==> src/rtl/reg_file_sb_pkg.sv <==
// reg_file_sb_pkg: shared constants and types for the scoreboarded register
// file (register count, address width, zero/stack-pointer indices).
package reg_file_sb_pkg;
  localparam int REG_ADDR_W  = 5;
  localparam int NUM_REGS    = 32;
  localparam int REG_ZERO    = 0;
  localparam int REG_SP      = 29;
  localparam int SP_INIT_VAL = 128;

  typedef logic [REG_ADDR_W-1:0] reg_addr_t;
endpackage

==> src/rtl/reg_file_sb_scoreboard.sv <==
// reg_scoreboard: per-register busy bits plus the decode stall.
//   clk_i, rst_i            clock, synchronous active-high reset
//   reserve_i/_addr_i       issue strobe: mark destination busy
//   clr_i/clr_addr_i        write-back: clear destination busy
//   rs_addr_i/rt_addr_i     source addresses being decoded
//   stall_o                 a source register is busy
//   busy_o                  busy vector (bit 0 always 0)
// Build option REG_FILE_BYPASS_EN: a source matching the write-back in the
// same cycle is forwarded by the top, so its busy bit is not a stall reason.
module reg_scoreboard
  import reg_file_sb_pkg::*;
(
  input  logic                clk_i,
  input  logic                rst_i,
  input  logic                reserve_i,
  input  reg_addr_t           reserve_addr_i,
  input  logic                clr_i,
  input  reg_addr_t           clr_addr_i,
  input  reg_addr_t           rs_addr_i,
  input  reg_addr_t           rt_addr_i,
  output logic                stall_o,
  output logic [NUM_REGS-1:0] busy_o
);
  logic [NUM_REGS-1:0] busy_q, busy_d;
  logic                rs_fwd, rt_fwd;

  // Clear first, then set: a same-cycle reserve of the written register
  // belongs to a newer producer and must survive.
  always_comb begin
    busy_d = busy_q;
    for (int k = 1; k < NUM_REGS; k++) begin
      if (clr_i && clr_addr_i == reg_addr_t'(k))         busy_d[k] = 1'b0;
      if (reserve_i && reserve_addr_i == reg_addr_t'(k)) busy_d[k] = 1'b1;
    end
    busy_d[REG_ZERO] = 1'b0;
  end

  always_ff @(posedge clk_i) begin
    if (rst_i) busy_q <= '0;
    else       busy_q <= busy_d;
  end

`ifdef REG_FILE_BYPASS_EN
  assign rs_fwd = clr_i && clr_addr_i != reg_addr_t'(REG_ZERO) && clr_addr_i == rs_addr_i;
  assign rt_fwd = clr_i && clr_addr_i != reg_addr_t'(REG_ZERO) && clr_addr_i == rt_addr_i;
`else
  assign rs_fwd = 1'b0;
  assign rt_fwd = 1'b0;
`endif

  assign stall_o = (rs_addr_i != reg_addr_t'(REG_ZERO) && busy_q[rs_addr_i] && !rs_fwd) ||
                   (rt_addr_i != reg_addr_t'(REG_ZERO) && busy_q[rt_addr_i] && !rt_fwd);
  assign busy_o  = busy_q;
endmodule

==> src/rtl/reg_file_sb.sv <==
// reg_file_sb: 32-entry architectural register file with two combinational
// read ports, one write-back port and a busy scoreboard for decode stalls.
//   clk_i, rst_i               clock, synchronous active-high reset
//   rs_addr_i/rs_data_o        read port A (ALU src1)
//   rt_addr_i/rt_data_o        read port B (ALU src2)
//   reg_write_i/rd_addr_i/rd_data_i   write-back port
//   reserve_i/reserve_addr_i   issue strobe marking a destination busy
//   stall_o, busy_o            decode stall and busy vector
// Build option REG_FILE_BYPASS_EN: same-cycle write-to-read forwarding.
module reg_file_sb
  import reg_file_sb_pkg::*;
#(
  parameter int DATA_W  = 32,
  parameter int SP_IDX  = REG_SP,
  parameter int SP_INIT = SP_INIT_VAL
) (
  input  logic                clk_i,
  input  logic                rst_i,
  input  logic [4:0]          rs_addr_i,
  input  logic [4:0]          rt_addr_i,
  output logic [DATA_W-1:0]   rs_data_o,
  output logic [DATA_W-1:0]   rt_data_o,
  input  logic                reg_write_i,
  input  logic [4:0]          rd_addr_i,
  input  logic [DATA_W-1:0]   rd_data_i,
  input  logic                reserve_i,
  input  logic [4:0]          reserve_addr_i,
  output logic                stall_o,
  output logic [31:0]         busy_o
);
  logic [NUM_REGS-1:0][DATA_W-1:0] regs_q, regs_d;
  logic                            wr_en;

  // Register 0 is never written, so it stays at its reset value of 0.
  assign wr_en = reg_write_i && rd_addr_i != reg_addr_t'(REG_ZERO);

  always_comb begin
    regs_d = regs_q;
    if (wr_en) regs_d[rd_addr_i] = rd_data_i;
  end

  always_ff @(posedge clk_i) begin
    if (rst_i) begin
      regs_q         <= '0;
      regs_q[SP_IDX] <= DATA_W'(SP_INIT);
    end else begin
      regs_q <= regs_d;
    end
  end

  always_comb begin
    rs_data_o = regs_q[rs_addr_i];
    rt_data_o = regs_q[rt_addr_i];
`ifdef REG_FILE_BYPASS_EN
    if (wr_en && rd_addr_i == rs_addr_i) rs_data_o = rd_data_i;
    if (wr_en && rd_addr_i == rt_addr_i) rt_data_o = rd_data_i;
`endif
  end

  reg_scoreboard u_sb (
    .clk_i          (clk_i),
    .rst_i          (rst_i),
    .reserve_i      (reserve_i),
    .reserve_addr_i (reserve_addr_i),
    .clr_i          (reg_write_i),
    .clr_addr_i     (rd_addr_i),
    .rs_addr_i      (rs_addr_i),
    .rt_addr_i      (rt_addr_i),
    .stall_o        (stall_o),
    .busy_o         (busy_o)
  );
endmodule

==> config.mk <==
export PLATFORM = sky130hd
export DESIGN_NAME = reg_file_sb
export DESIGN_NICKNAME = d
export VERILOG_FILES = /design/src/rtl/reg_file_sb_pkg.sv /design/src/rtl/reg_file_sb_scoreboard.sv /design/src/rtl/reg_file_sb.sv
export SDC_FILE = /design/constraint.sdc
export NUM_CORES = 2
export LEC_CHECK = 0
export ABC_AREA = 1
export BUFFER_PORTS_ARGS = -buffer_cell sky130_fd_sc_hd__buf_4
export CAP_MARGIN = 20
export CORE_UTILIZATION = 25
export CTS_BUF_LIST = sky130_fd_sc_hd__clkbuf_8
export DETAILED_ROUTE_END_ITERATION = 16
export PLACE_DENSITY = 0.35
export SLEW_MARGIN = 10
export SYNTH_ARGS = -nofsm -noshare
export SYNTH_HDL_FRONTEND = slang
export SYNTH_HIERARCHICAL = 1
export SYNTH_SLANG_ARGS = --single-unit
==> constraint.sdc <==
create_clock -name clk_i -period 1.48 [get_ports clk_i]
set_clock_uncertainty 0.05 [all_clocks]
set_input_delay 0 -clock clk_i [delete_from_list [all_inputs] [get_ports clk_i]]
set_output_delay 0 -clock clk_i [all_outputs]
set_load 0.03 [all_outputs]
==> flow_metrics.py <==
metrics = {
    "sta": {
        "min_period_ps": 2304,
        "fin_crit_sh_pct": 155.7,
        "finalSetupViolations": 275,
        "hold_violations": 0,
        "setup_ws_ps": -823.6,
        "slew_violations": 0,
        "relSlewSlack_pct": 60.48,
        "fmaxAchievable_mhz": 434.1,
        "rsz0062_at_grt": "yes",
        "tightest_slew_ps": 592.1,
        "fin_setup_tns_ps": -61470,
    },
    "floorplan": {
        "dieHeight_um": 472.4,
        "ioPinCount": 153,
        "floorplan.die.width_um": 472.4,
        "rows": 172,
        "die-area_um2": 223100,
        "core_area_um2": 219700,
        "start_util_pct": 25.17,
    },
    "cts": {
        "cts_buffers": 213,
        "htreeDepth": 4,
        "cts_tree": "yes",
        "clockBufferDepth": 3,
        "cts.sinks": 1055,
        "cts-root-buf": "clkbuf_8",
        "path_clk_slew_ps": 60,
        "worstSkewPairLatency_ps": 960,
    },
    "outcome": {
        "status": "finished with violations",
        "violations": "negative setup slack",
    },
    "grt": {
        "grt_antenna_before_repair": 6,
        "grt_pass1_vias": 61270,
        "grt-ovfl-total": 0,
        "track_usage_pct": 26.80,
        "grt_max_degree": 82,
        "grt_pass1_wl_um": 442300,
    },
    "hold_path": {
        "min_from": "rd_data_i[31]",
        "whs_path_depth": 5,
        "hp-class": "in -> reg",
        "min_to": "regs_q[95]$_SDFFE_PP0P_",
    },
    "power_and_ir_drop": {
        "p_leak_nw": 31.76,
        "vdd_ir_drop_max_mv": 0.9348,
        "power.density_nw_per_um2": 942.6,
        "power.total_w": 0.07305,
    },
    "logic_synthesis": {
        "synth_seq_cells": 1055,
        "ys_warn_count": 6,
        "ys_seq_area_share_pct": 38.18,
        "synth_top_area_cell": "dfxtp_1",
        "netlist_instances": 8882,
        "synthTopCellsByArea": "dfxtp_1 38%, nand2_1 21%, nand3_1 15%, a21oi_1 9.3%, o21ai_0 8.9%",
        "synth.distinct_cells": 25,
        "synthesis.area_um2": 55310,
        "syn_nets": 8938,
        "synth_top_area_share_pct": 38.18,
        "syn_avg_cell_area_um2": 6.227,
    },
    "routing": {
        "routed_wl_um": 311500,
        "drtAntennaViolNets": 0,
        "dr_total_vias": 64640,
        "drt-wirelength-per-cell_um": 25.00,
        "drc": 0,
        "viasPerCell": 5.186,
        "firstDrtPassIters": 6,
        "initialDrtViolationCount": 5511,
    },
    "worst_setup_path": {
        "rr_endpoint": "regs_q[823]$_SDFFE_PP0P_",
        "reg2reg_depth": 3,
        "crit_arrival_ps": 2250,
        "critPathMaxFanout": 3,
        "rrSetupSlack_ps": 180,
        "worstReg2RegStart": "regs_q[823]$_SDFFE_PP0P_",
        "start_kind": "register",
        "cp.required_ps": 1430,
        "cp-end-kind": "primary output",
        "setup.worst_path.class": "reg -> out",
    },
    "place": {
        "placed_cell_area_um2": 67030,
        "gp_congestion": 0.8488,
        "hpwl_um": 198700,
        "port-buffer-count": 151,
    },
    "layout": {
        "drive_above_1_share_pct": 30.80,
        "final_area_um2": 77500,
        "area_growth_pct": 40.12,
        "fin_nets": 9393,
    },
    "run": {
        "cap_violations": 0,
    },
}
==> worst max-delay path by stage <==
stage	start	endpoint	cells past startpoint
after global routing	regs_q[132]$_SDFFE_PP0P_	rt_data_o[4]	10
after CTS	regs_q[484]$_SDFFE_PP0P_	rt_data_o[4]	10
after floorplan	rs_addr_i[0]	rs_data_o[21]	12
after detailed placement	rt_addr_i[0]	rt_data_o[19]	13
final	regs_q[548]$_SDFFE_PP0P_	rt_data_o[4]	10
after global placement	rt_addr_i[0]	rt_data_o[19]	13
==> area by class of cell <==
type / count / area, µm²
sequential: 1055 / 22150
clock buffer: 273 / 3757
fill: 23580 / 142200
multi-input combinational: 6836 / 33520
tap: 2958 / 3701
antenna: 6 / 15.01
inverter: 138 / 581.8
timing repair buffer: 1093 / 13210
clock inverter: 104 / 563.0
==> cell families (layout without fill, tap and decap cells) <==
family,Yosys count,in the layout,synth area share (%)
and+or+nand+nor,4821,4821,36.55
AOI/OAI and AO/OA,2014,2014,18.23
buffers and inverters,991,1608,7.026
other,1,7,0.006780
DFF,1055,1055,38.18
==> repair_timing <==
item                        CTS  global route
hold endpoints to repair   1055           828
pin swaps                   250           487
hold buffers                 90             6
buffers inserted             13            38
gates cloned                  0             4
resized for setup           905           957
setup endpoints to repair    96           431
==> through the flow <==
| stage | utilization (%) | hold WS [ps] | setup slack (ps) | instances |
|---|---|---|---|---|
| 3_5_place_dp | 30.51 | 247.2 | -552.3 | 11940 |
| 3_3_place_gp | 30.51 | 247.7 | -602.2 | 11940 |
| 6_report | 35.27 | 105.1 | -823.6 | 12460 |
| 2_1_floorplan | - | 19.07 | 113.9 | 8882 |
| 5_1_grt | 35.27 | 79.59 | -925.5 | 12460 |
| 4_1_cts | 33.91 | 1.740 | -921.6 | 12420 |
==> cell usage after synthesis <==
master	count
buf_6	1
nand4_1	3
dfxtp_1	1055
inv_1	124
buf_2	113
nor2_1	107
nand3_1	1614
or2_1	3
a31oi_1	1
clkinv_1	4
o21ai_0	988
buf_1	94
buf_4	4
nor4_4	1
clkbuf_2	2
a21oi_1	1024
nand2_2	1
nand3_2	1
or2_2	4
clkbuf_1	639
nor2_2	20
o211ai_1	1
inv_2	10
nand2_1	3067
conb_1	1
==> layer usage <==
layer / share of wire (%) / wire [µm] / track usage, %
met5: 0 / 0 / 0
met4: 3.7 / 11440 / 9.282
met3: 4.6 / 14200 / 2.653
met2: 47 / 146400 / 44.73
met1: 45 / 139400 / 35.71
==> critical path: stages, from the launching register on <==
cell and delay [ps]:
dfxtp_2 340, nand2_1 50, nand3_1 80, nand3_1 130, nand2_1 100, nand2_1 50, nand2_1 60, nand2_1 70
nand2_4 120, buf_12 140, buf_12 120
==> sequential cells by signal (all words and copies together) (netlist names) <==
name and flops:
regs_q 1024, u_sb/busy_o 31
==> where the power goes <==
| group | switching, W | total [W] | internal [W] |
|---|---|---|---|
| Sequential | 0.000276 | 0.0291 | 0.0288 |
| Combinational | 0.00802 | 0.0124 | 0.00439 |
| Clock | 0.0145 | 0.0316 | 0.0171 |
| Total | 0.0228 | 0.0730 | 0.0502 |
==> cells in the final DEF (no fill, tap or decap), types with 5 or more instances in the layout <==
| cell type | instances |
|---|---|
| nand2_1 | 2599 |
| nand3_2 | 292 |
| nor2_1 | 99 |
| inv_1 | 179 |
| nand3_1 | 1323 |
| diode_2 | 6 |
| buf_4 | 537 |
| clkbuf_8 | 275 |
| inv_2 | 15 |
| inv_8 | 8 |
| nand2_4 | 76 |
| buf_6 | 106 |
| buf_8 | 29 |
| o21ai_0 | 988 |
| clkinv_2 | 26 |
| dlygate4sd3_1 | 88 |
| nor2_4 | 26 |
| buf_12 | 326 |
| dfxtp_1 | 263 |
| dfxtp_4 | 17 |
| dfxtp_2 | 775 |
| nand2_2 | 389 |
| clkinvlp_4 | 5 |
| a21oi_1 | 1024 |
Note: power is estimated with default switching activity, not from simulation.
